$ cat config.mk
export PLATFORM = sky130hd
export DESIGN_NAME = demux_1_to_2_stream
export DESIGN_NICKNAME = d
export VERILOG_FILES = /design/src/rtl/demux_pkg.sv /design/src/rtl/stream_slot.sv /design/src/rtl/demux_1_to_2_stream.sv
export SDC_FILE = /design/constraint.sdc
export NUM_CORES = 1
export LEC_CHECK = 0
export BUFFER_PORTS_ARGS = -buffer_cell sky130_fd_sc_hd__buf_2
export CORE_AREA = 2 2 150 93
export DETAILED_ROUTE_END_ITERATION = 12
export DIE_AREA = 0 0 152 95
export GPL_TIMING_DRIVEN = 0
export PLACE_DENSITY = 0.5
export SYNTH_ARGS = -nofsm -noshare
export SYNTH_HDL_FRONTEND = slang
export SYNTH_HIERARCHICAL = 1
export SYNTH_SLANG_ARGS = --single-unit
$ cat constraint.sdc
create_clock -name clk -period 1.5 [get_ports clk]
set_input_delay 0.225 -clock clk [delete_from_list [all_inputs] [get_ports clk]]
set_output_delay 0.225 -clock clk [all_outputs]
set_load 0.1 [all_outputs]
$ cat src/rtl/demux_pkg.sv
// Shared definitions for the 1-to-2 stream demultiplexer.
// The select polarity matches the datapath's 2-to-1 selector: 1 picks A, 0 picks B.
package demux_pkg;

    localparam logic SEL_A = 1'b1;
    localparam logic SEL_B = 1'b0;

    // One-entry output slot occupancy; FULL is exactly "valid is high".
    typedef enum logic {
        SLOT_EMPTY = 1'b0,
        SLOT_FULL  = 1'b1
    } slot_state_e;

endpackage

$ cat src/rtl/stream_slot.sv
// One-entry output holding register with its valid state, a wrapping
// transfer counter and load/drain control.
//
// Handshake: a transfer happens on a rising edge where valid and ready are both
// high. The consumer may raise or drop ready at any time. A slot can take a new
// word whenever it is empty or is draining on the same edge (can_load_o), so a
// consumer that holds ready high sees one word per cycle with no bubble.
module stream_slot
    import demux_pkg::*;
#(
    parameter int WIDTH     = 32,
    parameter int CNT_WIDTH = 8
) (
    input  logic                 clk,
    input  logic                 rst,
    input  logic                 load_i,
    input  logic [WIDTH-1:0]     data_i,
    input  logic                 ready_i,
    output logic [WIDTH-1:0]     data_o,
    output logic [CNT_WIDTH-1:0] count_o,
    output logic                 can_load_o,
    output slot_state_e          state_o
);

    slot_state_e          state_q, state_d;
    logic [WIDTH-1:0]     data_q, data_d;
    logic [CNT_WIDTH-1:0] count_q, count_d;
    logic                 drain;

    assign drain = (state_q == SLOT_FULL) && ready_i;

    // State, data and counter registers; reset drops any held word.
    always_ff @(posedge clk or posedge rst) begin
        if (rst) begin
            state_q <= SLOT_EMPTY;
            data_q  <= '0;
            count_q <= '0;
        end else begin
            state_q <= state_d;
            data_q  <= data_d;
            count_q <= count_d;
        end
    end

    // Next state: load fills, drain without load empties, otherwise hold.
    always_comb begin
        state_d = state_q;
        data_d  = data_q;
        count_d = count_q;
        case (state_q)
            SLOT_EMPTY: if (load_i) state_d = SLOT_FULL;
            SLOT_FULL:  if (drain && !load_i) state_d = SLOT_EMPTY;
            default:    state_d = SLOT_EMPTY;
        endcase
        if (load_i) data_d = data_i;
        // Counts words delivered downstream, not words accepted upstream.
        if (drain) count_d = count_q + CNT_WIDTH'(1);
    end

    // Outputs: registered data and counter, combinational load permission.
    always_comb begin
        data_o     = data_q;
        count_o    = count_q;
        state_o    = state_q;
        can_load_o = (state_q == SLOT_EMPTY) || ready_i;
    end

endmodule

$ cat src/rtl/demux_1_to_2_stream.sv
// Registered 1-to-2 stream demultiplexer. Each input word goes to port A
// (in_sel = SEL_A) or port B (in_sel = SEL_B). Each port has its own slot, so a
// stalled port only blocks input while in_sel points at it.
module demux_1_to_2_stream
    import demux_pkg::*;
#(
    parameter int WIDTH     = 32,
    parameter int CNT_WIDTH = 8
) (
    input  logic                 clk,
    input  logic                 rst,
    input  logic [WIDTH-1:0]     in_data,
    input  logic                 in_sel,
    input  logic                 in_valid,
    output logic                 in_ready,
    output logic [WIDTH-1:0]     a_data,
    output logic                 a_valid,
    input  logic                 a_ready,
    output logic [WIDTH-1:0]     b_data,
    output logic                 b_valid,
    input  logic                 b_ready,
    output logic [CNT_WIDTH-1:0] a_count,
    output logic [CNT_WIDTH-1:0] b_count
);

    logic        a_can_load, b_can_load;
    logic        a_load, b_load;
    slot_state_e a_state, b_state;

    // Input acceptance and load strobes; the non-selected slot is never loaded.
    always_comb begin
        in_ready = (in_sel == SEL_A) ? a_can_load : b_can_load;
        a_load   = in_valid && in_ready && (in_sel == SEL_A);
        b_load   = in_valid && in_ready && (in_sel == SEL_B);
        a_valid  = (a_state == SLOT_FULL);
        b_valid  = (b_state == SLOT_FULL);
    end

    stream_slot #(
        .WIDTH     (WIDTH),
        .CNT_WIDTH (CNT_WIDTH)
    ) u_slot_a (
        .clk        (clk),
        .rst        (rst),
        .load_i     (a_load),
        .data_i     (in_data),
        .ready_i    (a_ready),
        .data_o     (a_data),
        .count_o    (a_count),
        .can_load_o (a_can_load),
        .state_o    (a_state)
    );

    stream_slot #(
        .WIDTH     (WIDTH),
        .CNT_WIDTH (CNT_WIDTH)
    ) u_slot_b (
        .clk        (clk),
        .rst        (rst),
        .load_i     (b_load),
        .data_i     (in_data),
        .ready_i    (b_ready),
        .data_o     (b_data),
        .count_o    (b_count),
        .can_load_o (b_can_load),
        .state_o    (b_state)
    );

endmodule
==> results.sh, run 1 <==
export IMPL_swShare_pct=51.03
export IMPL_cp_start_kind="flop"
export IMPL_reg2reg_depth=6
export IMPL_hold_violations=0
export IMPL_final_layout_size_suffix_gt1_share_pct=69.34
export IMPL_tightest_slew_ns=0.5217
export IMPL_wirelength_um=8333
export IMPL_powerDensity_nw_per_um2=2020
export IMPL_cts_tree="built"
export IMPL_maxSlewViolCount=0
export IMPL_yosysTopAreaCell="dfrtp_1"
export IMPL_grt_pass1_wl_um=13190
export IMPL_antenna_found_initial=0
export IMPL_pwr_share_clk_pct=20.6
export IMPL_portBuffers=120
export IMPL_grt_max_degree=24
export IMPL_synth_nets=247
export IMPL_netlist_area_um2=3218
export IMPL_min_period_over_period_pct=112.5
export IMPL_p_int_w=0.004936
export IMPL_worstHoldEndpoint="u_slot_a/data_o[5]$_DFFE_PP0P_"
export IMPL_whs_path_depth=2
export IMPL_vdd_ir_drop_worst_mv=0.7785
export IMPL_share_seq_of_total_power_pct=29.9
export IMPL_io_pins=121
export IMPL_gr_total_overflow=0
export IMPL_area_delta_synth_final_pct=55.02
export IMPL_hp_class="input pin to flop"
export IMPL_worstPathMaxFanout=7
export IMPL_worstHoldStart="in_data[5]"
export IMPL_gp_congestion=0.6799
export IMPL_nets=397
export IMPL_rows=33
export IMPL_avgViaCountPerCell=4.104
export IMPL_drt_iter0_drc=51
export IMPL_syn_area_per_cell_um2=15.55
export IMPL_dp_cells=504
export IMPL_rsz0062_at_grt="yes"
export IMPL_stdcell_count=537
export IMPL_clk_pin_slew_ns=0.06
export IMPL_die_area_um2=14440
export IMPL_hpwl_um=5419
export IMPL_multi_input_comb_area_um2=1333
export IMPL_drt_pass1_iterations=4
export IMPL_r2r_end="u_slot_b/data_o[4]$_DFFE_PP0P_"
export IMPL_cap_violations=0
export IMPL_status="complete, but fails checks"
export IMPL_r2r_setup_slack_ns=-0.19
export IMPL_violations="setup timing"
export IMPL_synth_cell_types=19
export IMPL_end_kind="flop"
export IMPL_root_buffer="clkbuf_16"
export IMPL_cp_data_required_time_ns=1.72
export IMPL_synth_top_cell_area_share_pct=63.76
export IMPL_period_needed_ns=1.687
export IMPL_skew_ns=0.006184
export IMPL_cts_buffers=9
export IMPL_ys_seq_area_share_pct=63.76
export IMPL_yosys_warnings=6
export IMPL_worst_setup_path_type="flop to flop"
export IMPL_clk_latency_ns=0.33
export IMPL_synth_ff_latch_count=82
export IMPL_diodes=0
export IMPL_worst_ep_arrival_time_ns=1.90
export IMPL_grt_pass1_vias=2376
export IMPL_clock_sinks=82
export IMPL_combPwrFrac_pct=49.5
export IMPL_postRouteAntennaNets=0
export IMPL_htree_levels=3
export IMPL_wire_per_inst_um=15.52
export IMPL_synth_area_top_cells="dfrtp_1 64%, mux2_2 21%, xor2_1 2.7%"
export IMPL_clock_path_buffers=2
export IMPL_fill_cells=1292
export IMPL_die_h_um=95
export IMPL_setup_slack_ns=-0.1870
export IMPL_leakage_nw=2.453
export IMPL_die_w_um=152
export IMPL_p_sw_w=0.005143
export IMPL_core_area_um2=13250
export IMPL_reg2reg_from="u_slot_b/state_o$_DFF_PP0_"
export IMPL_slew_headroom_pct=65.17
export IMPL_grt_usage_pct=12.00
export IMPL_start_util_pct=24.28
export IMPL_setup_violations=65
export IMPL_seq_area_um2=2077
export IMPL_drcViolationCount=0
export IMPL_hold_slack_ns=0.1380
export IMPL_synth_cells=207
export IMPL_clock_fmax_mhz=592.8
export IMPL_vias=2204
-- final cells by class --
cell class / instances / area share (%)
Buffer: 6 / 2.408
Clock buffer: 13 / 5.217
Clock inverter: 3 / 0.4765
Inverter: 2 / 0.1505
Multi-Input combinational cell: 115 / 26.71
Sequential cell: 82 / 41.64
Tap cell: 175 / 4.389
Timing Repair Buffer: 141 / 19.01
-- flip-flops by register name, summed over array words and instances (netlist names) --
name,flops
u_slot_b/data_o,32
u_slot_b/count_o,8
u_slot_a/state_o,1
u_slot_a/count_o,8
u_slot_b/state_o,1
u_slot_a/data_o,32
-- per-stage QoR --
stage / setup TNS, ns / util [%] / instance area [µm²] / setup WS [ns] / power (W)
after detailed placement: -11.19 / 31.45 / 4168 / -0.2425 / 0.007737
after CTS: -8.136 / 37.90 / 5024 / -0.2003 / 0.01021
final: -7.195 / 37.64 / 4989 / -0.1870 / 0.01008
after floorplan: -14.29 / - / 3308 / -0.2657 / 0.006959
after global routing: -9.964 / 37.64 / 4989 / -0.2313 / 0.01048
after global placement: -57.09 / 31.14 / 4128 / -0.8115 / 0.007696
-- repair_timing --
action	4_1_cts	5_1_grt
endpoints found under the setup margin	59	65
hold buffers	1	0
resized for setup	79	4
cloned	4	1
setup buffers	15	0
hold endpoints to repair	38	0
pin swaps	1	0
-- cells in the final DEF (no fill, tap or decap), drive strengths merged --
| master | n |
|---|---|
| buf | 145 |
| dfrtp | 82 |
| mux2 | 67 |
| clkbuf | 14 |
| nand2 | 12 |
| xor2 | 10 |
| nor2 | 4 |
| nor3 | 4 |
| xnor2 | 4 |
| nand3 | 4 |
| clkinvlp | 2 |
| or2b | 2 |
| nand2b | 2 |
| inv | 2 |
| nor4 | 2 |
| ha | 2 |
| and3 | 1 |
| and3b | 1 |
| clkinv | 1 |
| dlygate4sd3 | 1 |
-- routing by layer --
| layer | part of all wire, % | GRT usage, % |
|---|---|---|
| met5 | 0 | 0 |
| met4 | 0.90 | 3.738 |
| met3 | 5.8 | 4.268 |
| met2 | 41 | 17.19 |
| met1 | 52 | 16.88 |
-- power by group through the flow --
stage          registers, W  clock network [W]  logic (W)
2_1_floorplan       0.00630                  0   0.000663
3_3_place_gp        0.00304                  0    0.00466
3_5_place_dp        0.00304                  0    0.00469
4_1_cts             0.00301            0.00217    0.00503
5_1_grt             0.00308            0.00226    0.00513
6_report            0.00301            0.00208    0.00499
-- kinds of logic (layout without fill, tap and decap cells) --
logic type               Yosys count  in the layout  share of synthesized area [%]
flip-flops                        82             82                          63.76
multiplexers                      67             67                          23.56
AND/OR/NAND/NOR                   32             32                          6.609
XOR/XNOR                          14             14                          3.810
buffers and inverters             10            165                          1.478
adder cells (fa/ha/maj)            2              2                         0.7775
-- how the worst max path moves through the flow --
| stage | end | slack (ns) | from | cells after the start |
|---|---|---|---|---|
| after floorplan | u_slot_b/data_o[10]$_DFFE_PP0P_ | -0.27 | u_slot_b/state_o$_DFF_PP0_ | 5 |
| after global placement | u_slot_b/state_o$_DFF_PP0_ | -0.81 | rst | 2 |
| after detailed placement | u_slot_b/data_o[10]$_DFFE_PP0P_ | -0.24 | u_slot_b/state_o$_DFF_PP0_ | 5 |
| after CTS | in_ready | -0.20 | u_slot_b/state_o$_DFF_PP0_ | 3 |
| after global routing | u_slot_b/data_o[8]$_DFFE_PP0P_ | -0.23 | u_slot_b/state_o$_DFF_PP0_ | 6 |
| final | u_slot_b/data_o[4]$_DFFE_PP0P_ | -0.19 | u_slot_b/state_o$_DFF_PP0_ | 6 |
-- Yosys cell counts (all sizes together) --
cell / instances
and3: 1
nand3: 4
xor2: 10
buf: 8
inv: 2
dfrtp: 82
or2b: 2
nor3: 4
nor2: 4
xnor2: 4
nand2: 12
and3b: 1
nand2b: 2
mux2: 67
nor4: 2
ha: 2
-- critical path, stage by stage (launching register included) --
cell and delay (ns):
dfrtp_4 0.46, or2b_1 0.21, and3b_2 0.22, buf_12 0.15
buf_12 0.11, buf_12 0.10, mux2_2 0.33
Power figures use the tool's default switching activity.
==> run 2, diff against run 1 <==
--- a/config.mk
+++ b/config.mk
@@ -11,6 +11,7 @@
 export DIE_AREA = 0 0 152 95
 export GPL_TIMING_DRIVEN = 0
 export PLACE_DENSITY = 0.5
+export REMOVE_ABC_BUFFERS = 1
 export SYNTH_ARGS = -nofsm -noshare
 export SYNTH_HDL_FRONTEND = slang
 export SYNTH_HIERARCHICAL = 1
==> results.sh, run 2 (synthesis results as in run 1) <==
export IMPL_end_kind="primary output"
export IMPL_clock_fmax_mhz=610.2
export IMPL_htree_levels=3
export IMPL_wirelength_um=8880
export IMPL_seq_area_um2=2054
export IMPL_powerDensity_nw_per_um2=2138
export IMPL_grt_pass1_vias=2343
export IMPL_combPwrFrac_pct=47.1
export IMPL_cap_violations=0
export IMPL_grt_pass1_wl_um=13390
export IMPL_slew_headroom_pct=65.45
export IMPL_maxSlewViolCount=0
export IMPL_critPathMaxStageDelay_ns=0.36
export IMPL_io_pins=121
export IMPL_core_area_um2=13250
export IMPL_power_w=0.01049
export IMPL_postRouteAntennaNets=0
export IMPL_die_w_um=152
export IMPL_setup_violations=38
export IMPL_stdcell_count=533
export IMPL_tightest_slew_ns=0.5175
export IMPL_die_area_um2=14440
export IMPL_clk_latency_ns=0.33
export IMPL_dp_cells=496
export IMPL_start_util_pct=24.28
export IMPL_diodes=0
export IMPL_rsz0062_at_grt="yes"
export IMPL_drt_iter0_drc=62
export IMPL_gp_congestion=0.6874
export IMPL_violations="setup timing"
export IMPL_worst_ep_arrival_time_ns=1.41
export IMPL_hp_class="input pin to flop"
export IMPL_final_layout_size_suffix_gt1_share_pct=66.20
export IMPL_fill_cells=1278
export IMPL_vdd_ir_drop_worst_mv=1.077
export IMPL_worstPathMaxFanout=3
export IMPL_setup_slack_ns=-0.1388
export IMPL_hold_violations=0
export IMPL_cp_start_kind="flop"
export IMPL_status="complete, but fails checks"
export IMPL_rows=33
export IMPL_swShare_pct=49.26
export IMPL_cts_buffers=9
export IMPL_worst_setup_path_type="flop to primary output"
export IMPL_cpLargestDelayFamily="flip-flops"
export IMPL_wire_per_inst_um=16.66
export IMPL_vias=2236
export IMPL_r2r_setup_slack_ns=-0.07
export IMPL_root_buffer="clkbuf_16"
export IMPL_gr_total_overflow=0
export IMPL_clk_pin_slew_ns=0.06
export IMPL_drt_pass1_iterations=4
export IMPL_portBuffers=120
export IMPL_min_period_over_period_pct=109.3
export IMPL_die_h_um=95
export IMPL_skew_ns=0.004255
export IMPL_pwr_share_clk_pct=24.4
export IMPL_cp_data_required_time_ns=1.27
export IMPL_drcViolationCount=0
export IMPL_hpwl_um=5156
export IMPL_cpMaxStageDelayCell="dfrtp_2"
export IMPL_area_delta_synth_final_pct=52.45
export IMPL_grt_max_degree=30
export IMPL_leakage_nw=2.423
export IMPL_clock_path_buffers=2
export IMPL_clock_sinks=82
export IMPL_cts_tree="built"
export IMPL_avgViaCountPerCell=4.195
export IMPL_grt_usage_pct=12.26
export IMPL_antenna_found_initial=0
export IMPL_p_sw_w=0.005167
export IMPL_nets=393
export IMPL_final_common_cell="buf_2"
export IMPL_p_int_w=0.005322
export IMPL_most_common_layout_cells="115 x buf_2, 80 x dfrtp_1, 48 x mux2_4, 19 x mux2_2, 12 x nand2_1"
export IMPL_multi_input_comb_area_um2=1344
export IMPL_cp_cell_sequence="or2b_4 -> mux2_4 -> buf_12"
export IMPL_crit_buf_inv=1
export IMPL_share_seq_of_total_power_pct=28.4
export IMPL_period_needed_ns=1.639
-- run 2: power groups by stage --
stage	logic (W)	clock network [W]	registers [W]
CTS	0.00490	0.00265	0.00299
detailed placement	0.00464	0	0.00302
finish	0.00494	0.00256	0.00298
global route	0.00509	0.00276	0.00305
global placement	0.00461	0	0.00300
floorplan	0.000616	0	0.00626
-- run 2: per-stage QoR --
step | TNS, ns | hold WS, ns | worst slack (ns) | utilization, % | instance area, µm²
after floorplan | -45.04 | 0.3597 | -0.6892 | - | 3178
after global placement | -77.31 | 0.4538 | -0.5595 | 30.16 | 3998
after detailed placement | -35.15 | 0.2205 | -0.5707 | 30.46 | 4038
after global routing | -3.172 | 0.1224 | -0.1934 | 37.02 | 4906
final | -1.306 | 0.1387 | -0.1388 | 37.02 | 4906
after CTS | -1.239 | 0.1189 | -0.1652 | 36.18 | 4796
-- run 2: area by class of cell --
class,instances,area share [%]
Timing Repair Buffer,140,18.92
Tap cell,175,4.463
Clock buffer,10,4.871
Clock inverter,6,2.321
Multi-Input combinational cell,118,27.39
Inverter,2,0.1530
Sequential cell,82,41.88
-- run 2: layer usage --
metal  GRT usage, %  vias to the layer above  routed length [µm]
met5              0                        -                   0
met4          3.037                        0                  53
met3          5.232                        7                 613
met2          18.06                       77                3794
met1          16.64                     1143                4419
li1               -                     1009                   -
-- run 2: what timing repair did --
action	4_1_cts	5_1_grt
hold buffers	1	0
pin swaps	2	0
buffers inserted	14	2
cloned	3	2
gates resized for setup	56	14
endpoints found under the hold margin	31	0
setup endpoints to repair	68	51
-- run 2: worst paths after layout --
kind,depth (start not counted),startpoint,end
max,3,u_slot_a/state_o$_DFF_PP0_,in_ready
min,2,in_data[17],u_slot_a/data_o[17]$_DFFE_PP0P_
max reg2reg,5,u_slot_b/state_o$_DFF_PP0_,u_slot_b/data_o[22]$_DFFE_PP0P_
min reg2reg,1,u_slot_b/count_o[7]$_DFFE_PP0P_,u_slot_b/count_o[7]$_DFFE_PP0P_
max in group asynchronous,4,rst,u_slot_a/state_o$_DFF_PP0_
min in group asynchronous,3,rst,u_slot_b/data_o[4]$_DFFE_PP0P_
-- run 2: worst reg2reg max path, cell delays in order (launching register included) --
cell,delay (ns)
dfrtp_2,0.40
or2b_4,0.21
buf_6,0.10
and3b_4,0.25
clkbuf_16,0.19
mux2_4,0.30
